File: src/rtl/ctrl_pkg.sv
// Shared types for the multicycle control FSM: state encoding, opcodes, mux selects.
// Ports: none (package); imported by control_output_decode and multicycle_control_fsm.
package ctrl_pkg;

    typedef enum logic [3:0] {
        S_FETCH    = 4'd0,
        S_DECODE   = 4'd1,
        S_MEMADR   = 4'd2,
        S_MEMREAD  = 4'd3,
        S_MEMWB    = 4'd4,
        S_MEMWRITE = 4'd5,
        S_EXECUTER = 4'd6,
        S_EXECUTEI = 4'd7,
        S_JAL      = 4'd8,
        S_ALUWB    = 4'd9,
        S_BEQ      = 4'd10,
        S_TRAP     = 4'd11
    } state_t;

    localparam logic [6:0] OP_LW   = 7'b0000011;
    localparam logic [6:0] OP_SW   = 7'b0100011;
    localparam logic [6:0] OP_R    = 7'b0110011;
    localparam logic [6:0] OP_IALU = 7'b0010011;
    localparam logic [6:0] OP_BEQ  = 7'b1100011;
    localparam logic [6:0] OP_JAL  = 7'b1101111;

    localparam logic [1:0] ALU_ADD   = 2'b00;
    localparam logic [1:0] ALU_SUB   = 2'b01;
    localparam logic [1:0] ALU_FUNCT = 2'b10;

    localparam logic [1:0] SRC_A_PC    = 2'b00;
    localparam logic [1:0] SRC_A_OLDPC = 2'b01;
    localparam logic [1:0] SRC_A_RS1   = 2'b10;

    localparam logic [1:0] SRC_B_RS2  = 2'b00;
    localparam logic [1:0] SRC_B_IMM  = 2'b01;
    localparam logic [1:0] SRC_B_FOUR = 2'b10;

    localparam logic [1:0] RES_ALUOUT    = 2'b00;
    localparam logic [1:0] RES_DATA      = 2'b01;
    localparam logic [1:0] RES_ALURESULT = 2'b10;

    function automatic logic is_known_op(input logic [6:0] op);
        return (op == OP_LW) || (op == OP_SW) || (op == OP_R) ||
               (op == OP_IALU) || (op == OP_BEQ) || (op == OP_JAL);
    endfunction

endpackage

File: src/rtl/control_output_decode.sv
// Combinational map from control state (+ mem ready, ALU zero) to datapath controls.
// Ports: state, mem_ready, zero in; alu_op, src selects, adr_src, strobes, illegal_op out.
module control_output_decode
    import ctrl_pkg::*;
(
    input  state_t     state,
    input  logic       mem_ready,
    input  logic       zero,
    output logic [1:0] alu_op,
    output logic [1:0] alu_src_a,
    output logic [1:0] alu_src_b,
    output logic [1:0] result_src,
    output logic       adr_src,
    output logic       ir_write,
    output logic       pc_write,
    output logic       reg_write,
    output logic       mem_write,
    output logic       instr_done,
    output logic       illegal_op
);

    logic pc_update;
    logic branch;

    always_comb begin
        alu_op     = ALU_ADD;
        alu_src_a  = SRC_A_PC;
        alu_src_b  = SRC_B_RS2;
        result_src = RES_ALUOUT;
        adr_src    = 1'b0;
        ir_write   = 1'b0;
        pc_update  = 1'b0;
        branch     = 1'b0;
        reg_write  = 1'b0;
        mem_write  = 1'b0;
        instr_done = 1'b0;
        illegal_op = 1'b0;
        case (state)
            S_FETCH: begin
                alu_src_b  = SRC_B_FOUR;
                result_src = RES_ALURESULT;
                ir_write   = mem_ready;
                pc_update  = mem_ready;
            end
            S_DECODE: begin
                // precompute branch target into ALUOut
                alu_src_a = SRC_A_OLDPC;
                alu_src_b = SRC_B_IMM;
            end
            S_MEMADR: begin
                alu_src_a = SRC_A_RS1;
                alu_src_b = SRC_B_IMM;
            end
            S_MEMREAD: begin
                adr_src = 1'b1;
            end
            S_MEMWB: begin
                result_src = RES_DATA;
                reg_write  = 1'b1;
                instr_done = 1'b1;
            end
            S_MEMWRITE: begin
                adr_src    = 1'b1;
                mem_write  = 1'b1;
                instr_done = mem_ready;
            end
            S_EXECUTER: begin
                alu_src_a = SRC_A_RS1;
                alu_op    = ALU_FUNCT;
            end
            S_EXECUTEI: begin
                alu_src_a = SRC_A_RS1;
                alu_src_b = SRC_B_IMM;
                alu_op    = ALU_FUNCT;
            end
            S_JAL: begin
                // link value OldPC+4 computed while PC takes the target
                alu_src_a = SRC_A_OLDPC;
                alu_src_b = SRC_B_FOUR;
                pc_update = 1'b1;
            end
            S_ALUWB: begin
                reg_write  = 1'b1;
                instr_done = 1'b1;
            end
            S_BEQ: begin
                alu_src_a  = SRC_A_RS1;
                alu_op     = ALU_SUB;
                branch     = 1'b1;
                instr_done = 1'b1;
            end
`ifdef CTRL_ILLEGAL_TRAP_EN
            S_TRAP: begin
                illegal_op = 1'b1;
            end
`endif
            default: ;
        endcase
    end

    assign pc_write = pc_update | (branch & zero);

endmodule

File: src/rtl/multicycle_control_fsm.sv
// Main control FSM of the multicycle RV32I core (state register + next-state logic).
// Ports: clk, reset, op, zero, mem_ready in; ALU/mux selects and strobes out.
// Build option CTRL_ILLEGAL_TRAP_EN: unknown opcodes park in TRAP instead of a NOP.
module multicycle_control_fsm
    import ctrl_pkg::*;
#(
    parameter bit USE_MEM_READY = 1'b1
) (
    input  logic       clk,
    input  logic       reset,
    input  logic [6:0] op,
    input  logic       zero,
    input  logic       mem_ready,
    output logic [1:0] alu_op,
    output logic [1:0] alu_src_a,
    output logic [1:0] alu_src_b,
    output logic [1:0] result_src,
    output logic       adr_src,
    output logic       ir_write,
    output logic       pc_write,
    output logic       reg_write,
    output logic       mem_write,
    output logic       instr_done,
    output logic       illegal_op
);

    state_t state;
    state_t state_next;
    logic   rdy;
    logic   op_known;
    logic   nop_done;

    logic ir_write_d;
    logic pc_write_d;
    logic reg_write_d;
    logic mem_write_d;
    logic instr_done_d;
    logic illegal_op_d;

    assign rdy      = USE_MEM_READY ? mem_ready : 1'b1;
    assign op_known = is_known_op(op);

    always_ff @(posedge clk or posedge reset) begin
        if (reset) state <= S_FETCH;
        else       state <= state_next;
    end

    always_comb begin
        state_next = S_FETCH;
        case (state)
            S_FETCH:    state_next = rdy ? S_DECODE : S_FETCH;
            S_DECODE: begin
                case (op)
                    OP_LW,
                    OP_SW:   state_next = S_MEMADR;
                    OP_R:    state_next = S_EXECUTER;
                    OP_IALU: state_next = S_EXECUTEI;
                    OP_BEQ:  state_next = S_BEQ;
                    OP_JAL:  state_next = S_JAL;
`ifdef CTRL_ILLEGAL_TRAP_EN
                    default: state_next = S_TRAP;
`else
                    default: state_next = S_FETCH;
`endif
                endcase
            end
            S_MEMADR:   state_next = (op == OP_SW) ? S_MEMWRITE : S_MEMREAD;
            S_MEMREAD:  state_next = rdy ? S_MEMWB : S_MEMREAD;
            S_MEMWB:    state_next = S_FETCH;
            S_MEMWRITE: state_next = rdy ? S_FETCH : S_MEMWRITE;
            S_EXECUTER: state_next = S_ALUWB;
            S_EXECUTEI: state_next = S_ALUWB;
            S_JAL:      state_next = S_ALUWB;
            S_ALUWB:    state_next = S_FETCH;
            S_BEQ:      state_next = S_FETCH;
`ifdef CTRL_ILLEGAL_TRAP_EN
            S_TRAP:     state_next = S_TRAP;
`endif
            default:    state_next = S_FETCH;
        endcase
    end

`ifdef CTRL_ILLEGAL_TRAP_EN
    assign nop_done = 1'b0;
`else
    // unknown opcode retires as a NOP straight out of DECODE
    assign nop_done = (state == S_DECODE) && !op_known;
`endif

    control_output_decode u_dec (
        .state      (state),
        .mem_ready  (rdy),
        .zero       (zero),
        .alu_op     (alu_op),
        .alu_src_a  (alu_src_a),
        .alu_src_b  (alu_src_b),
        .result_src (result_src),
        .adr_src    (adr_src),
        .ir_write   (ir_write_d),
        .pc_write   (pc_write_d),
        .reg_write  (reg_write_d),
        .mem_write  (mem_write_d),
        .instr_done (instr_done_d),
        .illegal_op (illegal_op_d)
    );

    // FETCH is a live state during reset, so strobes are masked directly
    assign ir_write   = ir_write_d   & ~reset;
    assign pc_write   = pc_write_d   & ~reset;
    assign reg_write  = reg_write_d  & ~reset;
    assign mem_write  = mem_write_d  & ~reset;
    assign instr_done = (instr_done_d | nop_done) & ~reset;
    assign illegal_op = illegal_op_d & ~reset;

endmodule

File: config.mk
export PLATFORM = sky130hd
export DESIGN_NAME = multicycle_control_fsm
export DESIGN_NICKNAME = d
export VERILOG_FILES = /design/src/rtl/ctrl_pkg.sv /design/src/rtl/control_output_decode.sv /design/src/rtl/multicycle_control_fsm.sv
export SDC_FILE = /design/constraint.sdc
export NUM_CORES = 1
export LEC_CHECK = 0
export CORE_AREA = 2 2 45 47
export CTS_CLUSTER_DIAMETER = 150
export DETAILED_ROUTE_END_ITERATION = 6
export DIE_AREA = 0 0 47 49
export MAX_ROUTING_LAYER = met4
export PLACE_DENSITY = 0.69
export SLEW_MARGIN = 25
export SYNTH_ARGS = -nofsm -noshare
export SYNTH_HDL_FRONTEND = slang
export SYNTH_SLANG_ARGS = --single-unit
export TNS_END_PERCENT = 5
File: constraint.sdc
create_clock -name clk -period 1.5 [get_ports clk]
set_clock_uncertainty 0.15 [all_clocks]
set_input_delay 0.375 -clock clk [delete_from_list [all_inputs] [get_ports clk]]
set_output_delay 0.375 -clock clk [all_outputs]
set_load 0.005 [all_outputs]
==> results.ini <==
[status]
status=finished, violations left
violations=negative setup slack

[critical_path]
critPathBufInv=3
crit_required_ns=0.97
crit_cells=6
worstPathMaxFanout=3
worst_r2r_endpoint=state[3]
r2r_setup_slack_ns=-0.12
crit_type=input port to primary output
cp_cell_sequence=clkdlybuf4s50_1, buf_6, nand3_1, a221oi_2, o31ai_2, buf_2
slowest_stage=clkdlybuf4s50_1
endpoint=instr_done
critPathMaxStageDelay_ns=0.50
r2r_cells=6
critPathLaunch=op[3]
end_kind=primary output
critPathTopFamily=buffers and inverters
r2r-start=state[3]
arrival_ns=1.59
critPathLaunchType=input port

[clock_network]
cts_tree=done
cts.clk_slew.worst_paths_ns=0.04
cts_made_buffers=3
h-tree-depth=1
cts_root_buf=clkbuf_4
cts.sinks=4
clk_latency_ns=0.23
cts_max_path_buffers=2
cts_hold_buf=0

[synth]
syn_area_um2=623
synth_nets=87
syn_area_per_cell_um2=8.20
yosysTopAreaCell=dfrtp_1
yosysUniqueCellTypes=44
ys.flop_type=dfrtp_1
async_reset_ff_share_pct=100
yosysSeqAreaShare_pct=16.1
syn-instance-count=76
synth_warnings=0
synth_area_leaders=dfrtp_1 (16%), buf_4 (4.8%), nor2b_1 (4.0%)
synth-seq-cells=4
synth-edff-count=0
synth_top_area_share_pct=16.1

[floorplanning]
io_pins=26
chipWidth_um=47
fp.dieH_um=49
rows=16
die_area_mm2=0.00230
coreArea_mm2=0.00184
start_util_pct=33.8

[route]
drc=0
num_vias=771
routedWlPerCell_um=12.9
drt.antenna.violating_nets=0
via_per_inst=4.97
dr.first_iter.drc_count=0
routed_wl_um=1990
firstDrtPassIters=1

[timing]
finalCritPeriodShare_pct=141
tns_ns=-5.74
hold_slack_ns=0.148
clock.fmax_ghz=0.473
setup_viol=18
grt_setup_unrepaired=true
setup_slack_ns=-0.612
report.final.slew_viol_count=0
final_hold_viol_count=0
final.min_clock_period_ns=2.11

[placed_design]
dp_hpwl_um=1380
place.port_buffers=24
placed_area_mm2=0.00106
gp_congestion=0.783
pre_cts_slack_ns=-1.03

[cells_and_area]
area_growth_pct=104
utilization_pct=69.1
largest_reg_flops=4
layout-drive-gt1-share_pct=57.8
top_regs=state x4
diodes=0
largest-register=state
layout.nets=141
fin_area_mm2=0.00127

[pwr]
p_leak_nw=0.584
peakVddDrop_v=0.000618
power.density_mw_per_mm2=1160

[grt]
grt_max_degree=11
antenna_found_initial=0
grt.total_usage_pct=19.1
grt_pass1_vias=730
grt_overflow=0
grt_pass1_wl_um=3210

[flow_run]
max_cap_viol_count=0

[worst_hold_path]
holdCritPathClass=input port to async pin

[worst min-delay path, stage by stage]
cell	delay, ns
dlymetal6s2s_1	0.17
inv_1	0.15
buf_4	0.16
[per-stage QoR]
step                      instances  total power [mW]
after floorplan                  76             0.634
after global placement          145              1.10
after detailed placement        145              1.12
after CTS                       154              1.39
after global routing            155              1.58
final                           155              1.48
[placed cells by master (no fill, tap or decap), types with 3 or more instances in the layout]
cell / n
clkdlybuf4s50_1: 6
clkbuf_4: 3
buf_4: 18
nor3b_1: 3
dfrtp_2: 3
buf_2: 12
buf_6: 14
dlymetal6s2s_1: 4
nor2_1: 4
a21oi_1: 3
[routing by layer]
metal	GRT usage [%]	vias to the layer above	part of all wire (%)
met5	-	-	0
met4	6.94	0	0.30
met3	1.11	2	2.8
met2	30.1	14	54
met1	25.1	366	43
li1	-	389	-
[cell type report]
type / count / area (um^2)
Multi-Input combinational cell: 61 / 594
Fill cell: 149 / 569
Timing Repair Buffer: 57 / 507
Sequential cell: 4 / 104
Tap cell: 27 / 33.8
Clock buffer: 3 / 22.5
Inverter: 3 / 11.3
[where the power goes]
part	total, mW	internal [mW]	switching (mW)
clock	0.133	0.0894	0.0431
sequential	0.181	0.140	0.0415
combinational	1.17	0.695	0.473
total	1.48	0.924	0.558
[worst min-delay path by stage]
stage	start	end	slack, ns	cells past startpoint
6_report	reset	state[2]	0.15	3
5_1_grt	reset	state[2]	0.17	3
4_1_cts	reset	state[2]	0.45	3
3_5_place_dp	state[3]	state[0]	0.63	3
3_3_place_gp	state[3]	state[0]	0.62	3
2_1_floorplan	reset	state[0]	0.01	1
[cells in the mapped netlist, types with 2 or more instances]
cell type  n
o31ai_1    2
a21oi_1    3
nor2_1     5
buf_4      4
nor2b_1    4
nand3_1    2
and2_1     2
nor4b_1    2
nor4bb_1   2
dfrtp_1    4
nand4bb_1  2
nor3b_1    3
inv_1      2
xnor2_1    2
nand2b_1   2
nor4_1     2
o41ai_1    2
a2bb2oi_1  2
buf_2      3
nor3_1     2
[what timing repair did]
item                                    CTS  global route
gates resized for setup                  76            21
endpoints found under the setup margin   18            18
pin swaps                                 9             4
setup buffers                             6             1
gates cloned                              0             0
[cells by family (layout without fill, tap and decap cells)]
family	after synthesis	count (layout)	synth area share [%]
AND/OR/NAND/NOR	37	37	44.0
buffers and inverters	11	63	10.8
AO/OA/AOI/OAI	19	19	22.7
flip-flops	4	4	16.1
multiplexers	1	1	1.61
other	1	1	0.602
XOR/XNOR	3	3	4.22
Power figures use the tool's default switching activity.
